**src/rtl/dual_lane_entry_reader_pkg.sv**
```systemverilog
// Shared entry typedef, sign-magnitude zero constants and zero classifier.
package dual_lane_entry_reader_pkg;
   localparam int DEF_DATA_W = 48;

   typedef logic [DEF_DATA_W-1:0] entry_t;

   localparam entry_t POS_ZERO = '0;
   localparam entry_t NEG_ZERO = {1'b1, {(DEF_DATA_W-1){1'b0}}};

   // Sign-magnitude has two encodings of zero; both count as zero.
   function automatic logic is_zero(input entry_t v);
      return (v == POS_ZERO) || (v == NEG_ZERO);
   endfunction
endpackage

```
**src/rtl/dual_lane_entry_reader_entry_buf.sv**
```systemverilog
// entry_buf_2w1r: DEPTH x DATA_W storage, two write ports, registered read; latency 1 cycle.
// Backpressure: none here, rd_en holds rd_data; same-cycle writes forward to the read port.
module entry_buf_2w1r
   import dual_lane_entry_reader_pkg::*;
#(
   parameter int DATA_W = DEF_DATA_W,
   parameter int DEPTH  = 16,
   parameter int ADDR_W = 4
) (
   input  logic              clk,
   input  logic              rst,
   input  logic              we_a,
   input  logic [ADDR_W-1:0] addr_a,
   input  logic [DATA_W-1:0] data_a,
   input  logic              we_b,
   input  logic [ADDR_W-1:0] addr_b,
   input  logic [DATA_W-1:0] data_b,
   input  logic              rd_en,
   input  logic [ADDR_W-1:0] rd_addr,
   output logic [DATA_W-1:0] rd_data
);
   logic [DATA_W-1:0] mem [DEPTH];
   logic [DATA_W-1:0] rd_fwd;

   // Storage is deliberately not reset.
   always_ff @(posedge clk) begin
      if (we_a) mem[addr_a] <= data_a;
      if (we_b) mem[addr_b] <= data_b;
   end

   // A slot written this cycle may become the head next cycle, so bypass the array.
   always_comb begin
      rd_fwd = mem[rd_addr];
      if (we_b && (addr_b == rd_addr)) rd_fwd = data_b;
      if (we_a && (addr_a == rd_addr)) rd_fwd = data_a;
   end

   always_ff @(posedge clk or posedge rst) begin
      if (rst)        rd_data <= '0;
      else if (rd_en) rd_data <= rd_fwd;
   end
endmodule

```
**src/rtl/dual_lane_entry_reader.sv**
```systemverilog
// Two-lane entry buffer drained in arrival order; write-to-rd_valid latency 1 cycle. ZERO_FILTER_EN drops +0/-0 writes.
// Backpressure: rd_valid/rd_data hold while !rd_ready; writes beyond free space are dropped and flag overflow.
module dual_lane_entry_reader
   import dual_lane_entry_reader_pkg::*;
#(
   parameter int DATA_W = DEF_DATA_W,
   parameter int DEPTH  = 16,
   parameter int ADDR_W = 4
) (
   input  logic              clk,
   input  logic              rst,
   input  logic              wr_en,
   input  logic [DATA_W-1:0] wr_data,
   input  logic              wr_en2,
   input  logic [DATA_W-1:0] wr_data2,
   input  logic              rd_ready,
   output logic              rd_valid,
   output logic [DATA_W-1:0] rd_data,
   output logic [ADDR_W:0]   count,
   output logic              full,
   output logic              overflow
);
   localparam logic [ADDR_W:0] DEPTH_C = (ADDR_W+1)'(DEPTH);

   logic [ADDR_W-1:0] wr_ptr, rd_ptr, addr_b, rd_addr;
   logic [ADDR_W:0]   free, pushes, count_next;
   logic              q1, q2, acc1, acc2, drop, pop, rd_en;

   // Lane qualification: enable alone, or enable plus non-zero data.
   always_comb begin
`ifdef ZERO_FILTER_EN
      q1 = wr_en  && !is_zero(entry_t'(wr_data));
      q2 = wr_en2 && !is_zero(entry_t'(wr_data2));
`else
      q1 = wr_en;
      q2 = wr_en2;
`endif
   end

   // Space comes from the start-of-cycle count only; a same-cycle pop frees nothing.
   assign free   = DEPTH_C - count;
   assign acc1   = q1 && (free != '0);
   assign acc2   = q2 && (acc1 ? (free >= (ADDR_W+1)'(2)) : (free != '0));
   assign drop   = (q1 && !acc1) || (q2 && !acc2);
   assign pushes = (ADDR_W+1)'(acc1) + (ADDR_W+1)'(acc2);
   assign pop    = rd_valid && rd_ready;

   assign count_next = count + pushes - (ADDR_W+1)'(pop);
   assign addr_b     = acc1 ? (wr_ptr + ADDR_W'(1)) : wr_ptr;
   assign rd_addr    = rd_ptr + ADDR_W'(pop);
   assign rd_en      = pop || ((count == '0) && (pushes != '0));
   assign full       = (count == DEPTH_C);

   always_ff @(posedge clk or posedge rst) begin
      if (rst) begin
         wr_ptr   <= '0;
         rd_ptr   <= '0;
         count    <= '0;
         overflow <= 1'b0;
         rd_valid <= 1'b0;
      end else begin
         wr_ptr   <= wr_ptr + ADDR_W'(acc1) + ADDR_W'(acc2);
         rd_ptr   <= rd_addr;
         count    <= count_next;
         overflow <= overflow | drop;
         rd_valid <= (count_next != '0);
      end
   end

   entry_buf_2w1r #(
      .DATA_W (DATA_W),
      .DEPTH  (DEPTH),
      .ADDR_W (ADDR_W)
   ) u_buf (
      .clk     (clk),
      .rst     (rst),
      .we_a    (acc1),
      .addr_a  (wr_ptr),
      .data_a  (wr_data),
      .we_b    (acc2),
      .addr_b  (addr_b),
      .data_b  (wr_data2),
      .rd_en   (rd_en),
      .rd_addr (rd_addr),
      .rd_data (rd_data)
   );
endmodule
```
**config.mk**
```make
export PLATFORM = sky130hd
export DESIGN_NAME = dual_lane_entry_reader
export DESIGN_NICKNAME = d
export VERILOG_FILES = /design/src/rtl/dual_lane_entry_reader_pkg.sv /design/src/rtl/dual_lane_entry_reader_entry_buf.sv /design/src/rtl/dual_lane_entry_reader.sv
export SDC_FILE = /design/constraint.sdc
export NUM_CORES = 1
export LEC_CHECK = 0
export BUFFER_PORTS_ARGS = -buffer_cell sky130_fd_sc_hd__clkbuf_2
export CAP_MARGIN = 20
export CELL_PAD_IN_SITES_DETAIL_PLACEMENT = 0
export CELL_PAD_IN_SITES_GLOBAL_PLACEMENT = 1
export CORE_UTILIZATION = 55
export CTS_CLUSTER_DIAMETER = 150
export DETAILED_ROUTE_END_ITERATION = 10
export GPL_TIMING_DRIVEN = 0
export PLACE_DENSITY_LB_ADDON = 0.1
export SLEW_MARGIN = 20
export SYNTH_ARGS = -nofsm -noshare
export SYNTH_HDL_FRONTEND = slang
export SYNTH_SLANG_ARGS = --single-unit
```
**constraint.sdc**
```tcl
create_clock -name clk -period 9.5 [get_ports clk]
set_input_delay 0.95 -clock clk [delete_from_list [all_inputs] [get_ports clk]]
set_output_delay 0.95 -clock clk [all_outputs]
set_load 0.02 [all_outputs]
```
Yosys cells after proc, flatten, opt, wreduce, memory -nomap -nowiden --
Memories as Yosys holds them, arrays and structs flattened. A register that Yosys moved wholly into a read port is not among the register bits. Cells that the tools add are included.
Cells by class: add/sub/neg operators 8, multiply operators 0, divide/modulo/power cells 0, magnitude comparators 1, eq/ne operators 1, shifts and indexed selects 0, muxes and demuxes 6, bitwise operators 1, reduce and logical (&&, ||, !) cells 14
Operators by type and width (number):
- $reduce_bool 5->1 | 3
- $add 4x1->4 | 3
- $logic_and 1x1->1 | 6
- $add 5x2->5 | 1
- $eq 5x5->1 const B | 1
- $ge 5x2->1 const B | 1
- $logic_not 5->1 | 1
- $mux 1 | 5
- $sub 5x1->5 | 1
- $sub 5x5->5 const A | 1
- $add 4x1->4 const B | 1
- $mux 4 | 1
- $add 1x1->2 | 1
- $logic_not 1->1 | 2
- $logic_or 1x1->1 | 2
- $or 1x1->1 | 1
Storage, ports and cells: register bits 15, bits in latches 0, memory bits (writable) 768, bits in read-only memories 0, bits of input ports 101, output and inout port bits 56, word-level logic and storage cells 37, memories 1
Memories:
- u_buf.mem | words 16, width 48, read ports 1, clocked after Yosys merged registers in 1, wr ports 2, RTL line dual_lane_entry_reader_entry_buf.sv:22 | logic [DATA_W-1:0] mem [DEPTH];

Longest topological paths before layout --
Gate-level depths: netlist of the first run.
depth in word-level cells 9, depth in mapped cells 22, depth with buffers taken out 21

Hierarchy --
Synthesis of the first run repeated with hierarchy kept, for this count alone.
Unflattened totals: cell total of the unflattened synthesis 3116, area total of the unflattened synthesis 41024.3 µm²
By module, submodules not included:
- entry_buf_2w1r | instances 1, cells each 3026, area an instance 40045.9 µm², seq. area each 24263.3 µm²
- dual_lane_entry_reader | instances 1, cells each 90, area an instance 978.4 µm², seq. area each 375.4 µm²

Worst setup path after synthesis of the first run --
Ideal clock, no wire load.
kind flip-flop to flip-flop, start point register count[0], end point memory u_buf.mem[12][0] (netlist name), enable pin, library setup time 404 ps, arrival 3856 ps, required time 9096 ps, setup slack 5240 ps, cell stages (with the launch flop) 15, path buffers 3, period minus slack after synthesis 4260 ps, cell sequence dfrtp_1 > inv_1 > ha_1 > and2_1 > ha_1 > and3b_1 > o21a_1 > buf_6 > nor4b_4 > xor2_1 > nand3_4 > nor2b_4 > buf_6 > buf_8 > a21o_1
RTL lines:
- from (decl) | RTL line dual_lane_entry_reader.sv:19 | output logic [ADDR_W:0] count,
- from (signal assigned) | RTL line dual_lane_entry_reader.sv:64 | count <= count_next;
- to (decl) | RTL line dual_lane_entry_reader_entry_buf.sv:22

==> results of run 1 <==
[worst max-delay path, stage by stage (launching register included)]
cell and delay [ns]:
dfrtp_1 0.47, inv_1 0.10, ha_1 0.25, and2_1 0.18
ha_1 0.32, and3b_1 0.20, o21ai_0 0.14, nand2_1 0.11
buf_2 0.26, o21a_1 0.17, o21ai_1 0.15, nor2_1 0.44
buf_2 0.49, buf_2 0.38, a21o_4 0.40, buf_16 0.30
[Yosys cell counts, types with 20 or more instances]
| master | number | area (um2) |
|---|---|---|
| a21oi_1 | 149 | 746 |
| a22oi_1 | 96 | 721 |
| buf_2 | 64 | 320 |
| buf_4 | 22 | 165 |
| clkbuf_1 | 161 | 604 |
| dfrtp_1 | 63 | 1580 |
| edfxtp_1 | 768 | 23100 |
| ha_1 | 20 | 250 |
| inv_1 | 27 | 101 |
| mux2_1 | 36 | 405 |
| mux2_2 | 734 | 8270 |
| mux4_2 | 192 | 4320 |
| nand2_1 | 32 | 120 |
| o22ai_1 | 49 | 307 |
[flip-flops by register name, summed over array words and instances (netlist names)]
| register | count |
|---|---|
| count | 5 |
| rd_valid | 1 |
| wr_ptr | 4 |
| rd_ptr | 4 |
| u_buf.rd_data | 48 |
| u_buf.mem | 768 |
| overflow | 1 |
[worst max-delay path by stage]
| stage | from | to | slack (ns) | cells after the start |
|---|---|---|---|---|
| after global placement | count[0] | u_buf.mem[1][12] | 3.25 | 14 |
| after detailed placement | rd_ready | u_buf.rd_data[7] | 4.65 | 13 |
| after global routing | count[0] | rd_valid | 4.56 | 22 |
| after floorplan | count[0] | u_buf.mem[12][0] | 5.24 | 14 |
| final | count[0] | u_buf.mem[7][12] | 4.76 | 15 |
| after CTS | count[0] | u_buf.mem[7][3] | 4.88 | 15 |
[per-stage QoR]
| stage | instances | power, uW | setup slack (ns) |
|---|---|---|---|
| floorplan | 2537 | 9380 | 5.24 |
| global placement | 3662 | 11400 | 3.25 |
| detailed placement | 3680 | 11600 | 4.65 |
| CTS | 3845 | 15100 | 4.88 |
| global route | 3846 | 15700 | 4.56 |
| finish | 3846 | 15100 | 4.76 |
[per-layer routing]
layer | global-route usage [%] | vias to the layer above | share of wire, %
met4 | 11.8 | 0 | 3.3
li1 | - | 10700 | -
met1 | 44.5 | 13400 | 40
met2 | 51.6 | 1205 | 47
met5 | 0 | - | 0
met3 | 7.20 | 235 | 8.9
[where the power goes]
part	internal [uW]	leakage, uW	total [uW]	switching [uW]
Combinational	2560	0.00684	6370	3820
Clock	2020	0.00143	3470	1450
Sequential	5000	0.00769	5250	252
Total	9580	0.0160	15100	5510
[final cells by class]
type | count | share of cell area (%)
flip-flops and latches | 831 | 52.1
multi-input cells | 1407 | 33.8
clock buffers | 129 | 5.39
plain buffers | 272 | 2.67
well taps | 969 | 2.56
repair buffers | 175 | 2.51
clock inverters | 36 | 0.709
inverters | 27 | 0.220
[kinds of logic (layout without fill, tap and decap cells)]
family          count (synthesis)  after routing
simple gates                   82             82
mux                           963            963
buf+inv                       299            639
compound gates                322            322
fa+ha+maj                      22             22
xor+xnor                       18             18
flops                         831            831
==> impl_metrics.env, run 1 <==
export IMPL_status="finished, final reports clean"
export IMPL_netlist_cell_type_count=51
export IMPL_cp_data_required_time_ns=9.81
export IMPL_clock_latency_ns=0.64
export IMPL_post_dp_hpwl_um=81100
export IMPL_cts_resized_gates=0
export IMPL_final_nets=2926
export IMPL_ys_ff_latch=831
export IMPL_yosysSeqAreaShare_pct=58.8
export IMPL_gp_congestion=0.844
export IMPL_leakagePower_uw=0.0160
export IMPL_synth_compound_area_share_pct=4.73
export IMPL_post_cts_buffers=0
export IMPL_yosys_warnings=0
export IMPL_ir_drop_mv=0.190
export IMPL_max_slew_margin_pct=23.6
export IMPL_grtUsageTotal_pct=32.6
export IMPL_post_drt_wl_per_cell_um=32.4
export IMPL_layout_commonest_cell="edfxtp_1"
export IMPL_setup_worst_path_start_class="flip-flop"
export IMPL_avgViaCountPerCell=6.63
export IMPL_antenna_cells=0
export IMPL_setup_violations=0
export IMPL_num_fill_cells=5576
export IMPL_io_pins=157
export IMPL_grt_first_pass_wirelength_um=181000
export IMPL_worstPathArrival_ns=5.05
export IMPL_num_rows=100
export IMPL_cts_sinks=831
export IMPL_die_width_um=278
export IMPL_slew_viol_final=0
export IMPL_cts_tree="yes"
export IMPL_synth_area_mm2=0.0419
export IMPL_grt_max_degree=42
export IMPL_coreArea_mm2=0.0749
export IMPL_synthXorXnorAreaFrac_pct=0.376
export IMPL_synth_edff_count=768
export IMPL_synth_async_reset_ratio_pct=7.58
export IMPL_cts_buffers=89
export IMPL_drc=0
export IMPL_hold_ws_ns=0.312
export IMPL_layout_common_cells="edfxtp_1 (768), mux2_2 (734), mux4_2 (192)"
export IMPL_synth_area_per_cell_um2=16.5
export IMPL_initial_core_util_pct=55.9
export IMPL_p_per_area_mw_per_mm2=319
export IMPL_drt_pass1_iter_count=6
export IMPL_synth_mux_area_share_pct=31.1
export IMPL_vias=25500
export IMPL_grt_overflow=0
export IMPL_drive_above_1_share_pct=47.2
export IMPL_synthFlopType="edfxtp_1"
export IMPL_syn_num_nets=2660
export IMPL_syn_inst=2537
export IMPL_die_h_um=278
export IMPL_multiInputGateArea_mm2=0.0160
export IMPL_critPathMaxFanout=28
export IMPL_cp_end_kind="flip-flop"
export IMPL_min_period_over_period_pct=49.9
export IMPL_postPlaceCellArea_mm2=0.0444
export IMPL_fin_skew_ns=0.0237
export IMPL_final_cell_area_mm2=0.0473
export IMPL_cts_max_path_buffers=3
export IMPL_regArea_mm2=0.0246
export IMPL_die_area_mm2=0.0773
export IMPL_postRouteAntennaNets=0
export IMPL_cts_root_buf="clkbuf_16"
export IMPL_r2r_start="count[0]"
export IMPL_fmax_mhz=211
export IMPL_r2r_end="u_buf.mem[7][12]"
export IMPL_utilization_pct=63.1
export IMPL_cts_hold_buf=0
export IMPL_numPortBuffers=156
export IMPL_min_path_type="in -> async"
export IMPL_tightest_slew_ns=1.15
export IMPL_crit_type="reg -> reg"
export IMPL_fin_tns_setup_ns=0
export IMPL_rrSetupSlack_ns=4.76
export IMPL_syn_to_final_growth_pct=12.9
export IMPL_rsz0062_at_grt="false"
export IMPL_drt_initial_drc_count=2577
export IMPL_maxCapViolCount=0
export IMPL_synthSimpleGateAreaFrac_pct=1.06
export IMPL_hold_violations=0
export IMPL_grt_pass1_vias=26800
export IMPL_rr_worst_depth=15
export IMPL_clkTransAtPathRegs_ns=0.06
export IMPL_synth_top_family_by_area="multiplexers"
export IMPL_routed_wl_um=125000
export IMPL_layout_min_cycle_time_ns=4.74
export IMPL_antenna_found_initial=2
export IMPL_synth_adder_area_share_pct=0.693
export IMPL_cts_max_level=3
(Power assumes the default switching activity.)
==> run 2: changes to the inputs <==
Settings changed: CORE_UTILIZATION 55 to 54.
Clock period 9.5 ns to 4.8 ns, I/O delays scaled along.
==> impl_metrics.env, run 2 (same netlist as run 1, synthesis figures left out) <==
export IMPL_clkTransAtPathRegs_ns=0.06
export IMPL_grt_overflow=0
export IMPL_post_drt_wl_per_cell_um=32.2
export IMPL_avgViaCountPerCell=6.53
export IMPL_clock_latency_ns=0.64
export IMPL_max_flop_register="u_buf.mem"
export IMPL_cp_end_kind="flip-flop"
export IMPL_fmax_mhz=221
export IMPL_syn_to_final_growth_pct=13.1
export IMPL_die_width_um=280
export IMPL_drive_above_1_share_pct=47.2
export IMPL_vias=25500
export IMPL_layout_min_cycle_time_ns=4.52
export IMPL_num_rows=101
export IMPL_final_nets=2927
export IMPL_ir_drop_mv=0.371
export IMPL_num_fill_cells=5808
export IMPL_hold_violations=0
export IMPL_power_uw=29900
export IMPL_drc=0
export IMPL_cts_tree="yes"
export IMPL_slew_viol_final=0
export IMPL_initial_core_util_pct=54.9
export IMPL_maxCapViolCount=0
export IMPL_leakagePower_uw=0.0160
export IMPL_status="finished, final reports clean"
export IMPL_grt_max_degree=40
export IMPL_cts_sinks=831
export IMPL_critPathMaxFanout=11
export IMPL_grt_first_pass_wirelength_um=181000
export IMPL_layout_commonest_cell="edfxtp_1"
export IMPL_layout_common_cells="edfxtp_1 (768), mux2_2 (734), mux4_2 (192)"
export IMPL_dp_slack_ns=0.255
export IMPL_largest_reg_flops=768
export IMPL_worstPathArrival_ns=5.03
export IMPL_fin_tns_setup_ns=0
export IMPL_fin_ws_ns=0.276
export IMPL_cts_max_path_buffers=3
export IMPL_drt_initial_drc_count=3051
export IMPL_post_dp_hpwl_um=80800
export IMPL_tightest_slew_ns=1.17
export IMPL_coreArea_mm2=0.0763
export IMPL_drt_pass1_iter_count=5
export IMPL_routed_wl_um=126000
export IMPL_postRouteAntennaNets=0
export IMPL_cp_data_required_time_ns=5.30
export IMPL_numPortBuffers=156
export IMPL_antenna_found_initial=4
export IMPL_min_period_over_period_pct=94.2
export IMPL_crit_type="reg -> reg"
export IMPL_gp_congestion=0.863
export IMPL_die_area_mm2=0.0787
export IMPL_grt_pass1_vias=26500
export IMPL_max_slew_margin_pct=22.1
export IMPL_io_pins=157
export IMPL_cts_max_level=3
export IMPL_setup_violations=0
export IMPL_cts_buffers=90
export IMPL_min_path_type="in -> reg"
export IMPL_die_h_um=280
export IMPL_setup_worst_path_start_class="flip-flop"
export IMPL_cts_root_buf="clkbuf_16"
export IMPL_top_regs="u_buf.mem: 768 flops, u_buf.rd_data: 48 flops, count: 5 flops"
export IMPL_grtUsageTotal_pct=32.4
export IMPL_final_cell_area_mm2=0.0474
export IMPL_fin_skew_ns=0.0232
export IMPL_p_per_area_mw_per_mm2=632
export IMPL_postPlaceCellArea_mm2=0.0445
-- run 2: cell types whose count changed in the layout (fill, tap and decap cells not counted), moves of 3 or more --
cell	delta
clkinv_1	+6
buf_12	-6
dfrtp_1	-4
dfrtp_2	+4
diode_2	+3
buf_16	+5
clkinv_2	+3
clkbuf_8	-9
-- run 2: worst paths after layout --
check	endpoint	slack [ns]	startpoint	cells after the start
min in group asynchronous	u_buf.rd_data[16]	0.52	rst	3
worst min register to register	rd_ptr[0]	0.51	rd_ptr[0]	1
max in group asynchronous	u_buf.rd_data[37]	3.61	rst	4
worst min-delay path	overflow	0.21	wr_en	3
worst max register to register	rd_valid	0.28	count[0]	22
worst max-delay path	rd_valid	0.28	count[0]	22
-- run 2: layout make-up --
class	instances	area, um2	share of cell area [%]
inverter	27	104	0.219
buffer	272	1270	2.68
multi-input combinational	1407	16000	33.8
tap	1030	1290	2.72
sequential	831	24600	52.0
clock buffer	120	2470	5.21
timing repair buffer	175	1210	2.55
clock inverter	44	385	0.813
antenna	3	7.51	0.0158
-- run 2: where the power goes --
part / switching (uW) / internal (uW)
logic: 7620 / 5080
registers: 480 / 9890
clock network: 2880 / 3980
total: 11000 / 18900
-- run 2: routing by layer --
metal | share of wire [%] | global-route usage [%] | vias up | wire length (um)
met5 | 0.037 | 0 | - | 46
met3 | 8.9 | 6.67 | 207 | 11200
li1 | - | - | 10700 | -
met4 | 3.0 | 11.1 | 8 | 3820
met2 | 48 | 51.8 | 1214 | 60200
met1 | 40 | 44.1 | 13400 | 50600
-- run 2: through the flow --
step                util (%)  std cells  hold WS, ns
detailed placement      58.3       3740        0.498
floorplan                  -       2537        0.475
finish                  62.1       3909        0.215
global route            62.1       3906        0.234
global placement        57.6       3723        0.495
CTS                     62.0       3905        0.150
-- run 2: critical path, stage by stage (launching register included) --
cell and delay [ns]:
dfrtp_2 0.42, inv_1 0.08, ha_1 0.24, and2_1 0.17, ha_1 0.30, and3b_1 0.20
o21ai_0 0.13, nand2_1 0.12, clkbuf_4 0.21, ha_1 0.29, inv_1 0.04, ha_1 0.28
inv_1 0.06, ha_1 0.16, inv_1 0.06, fa_1 0.46, inv_1 0.08, a21oi_1 0.06
nor2_1 0.10, nor2_1 0.06, xnor2_1 0.14, nor2_1 0.12, or4b_2 0.62
-- run 2: repair_timing --
action	in CTS	in global routing
resized for setup	0	6
endpoints found under the setup margin	0	30
hold buffers	1	0
hold endpoints to repair	38	0
buffers inserted	0	1
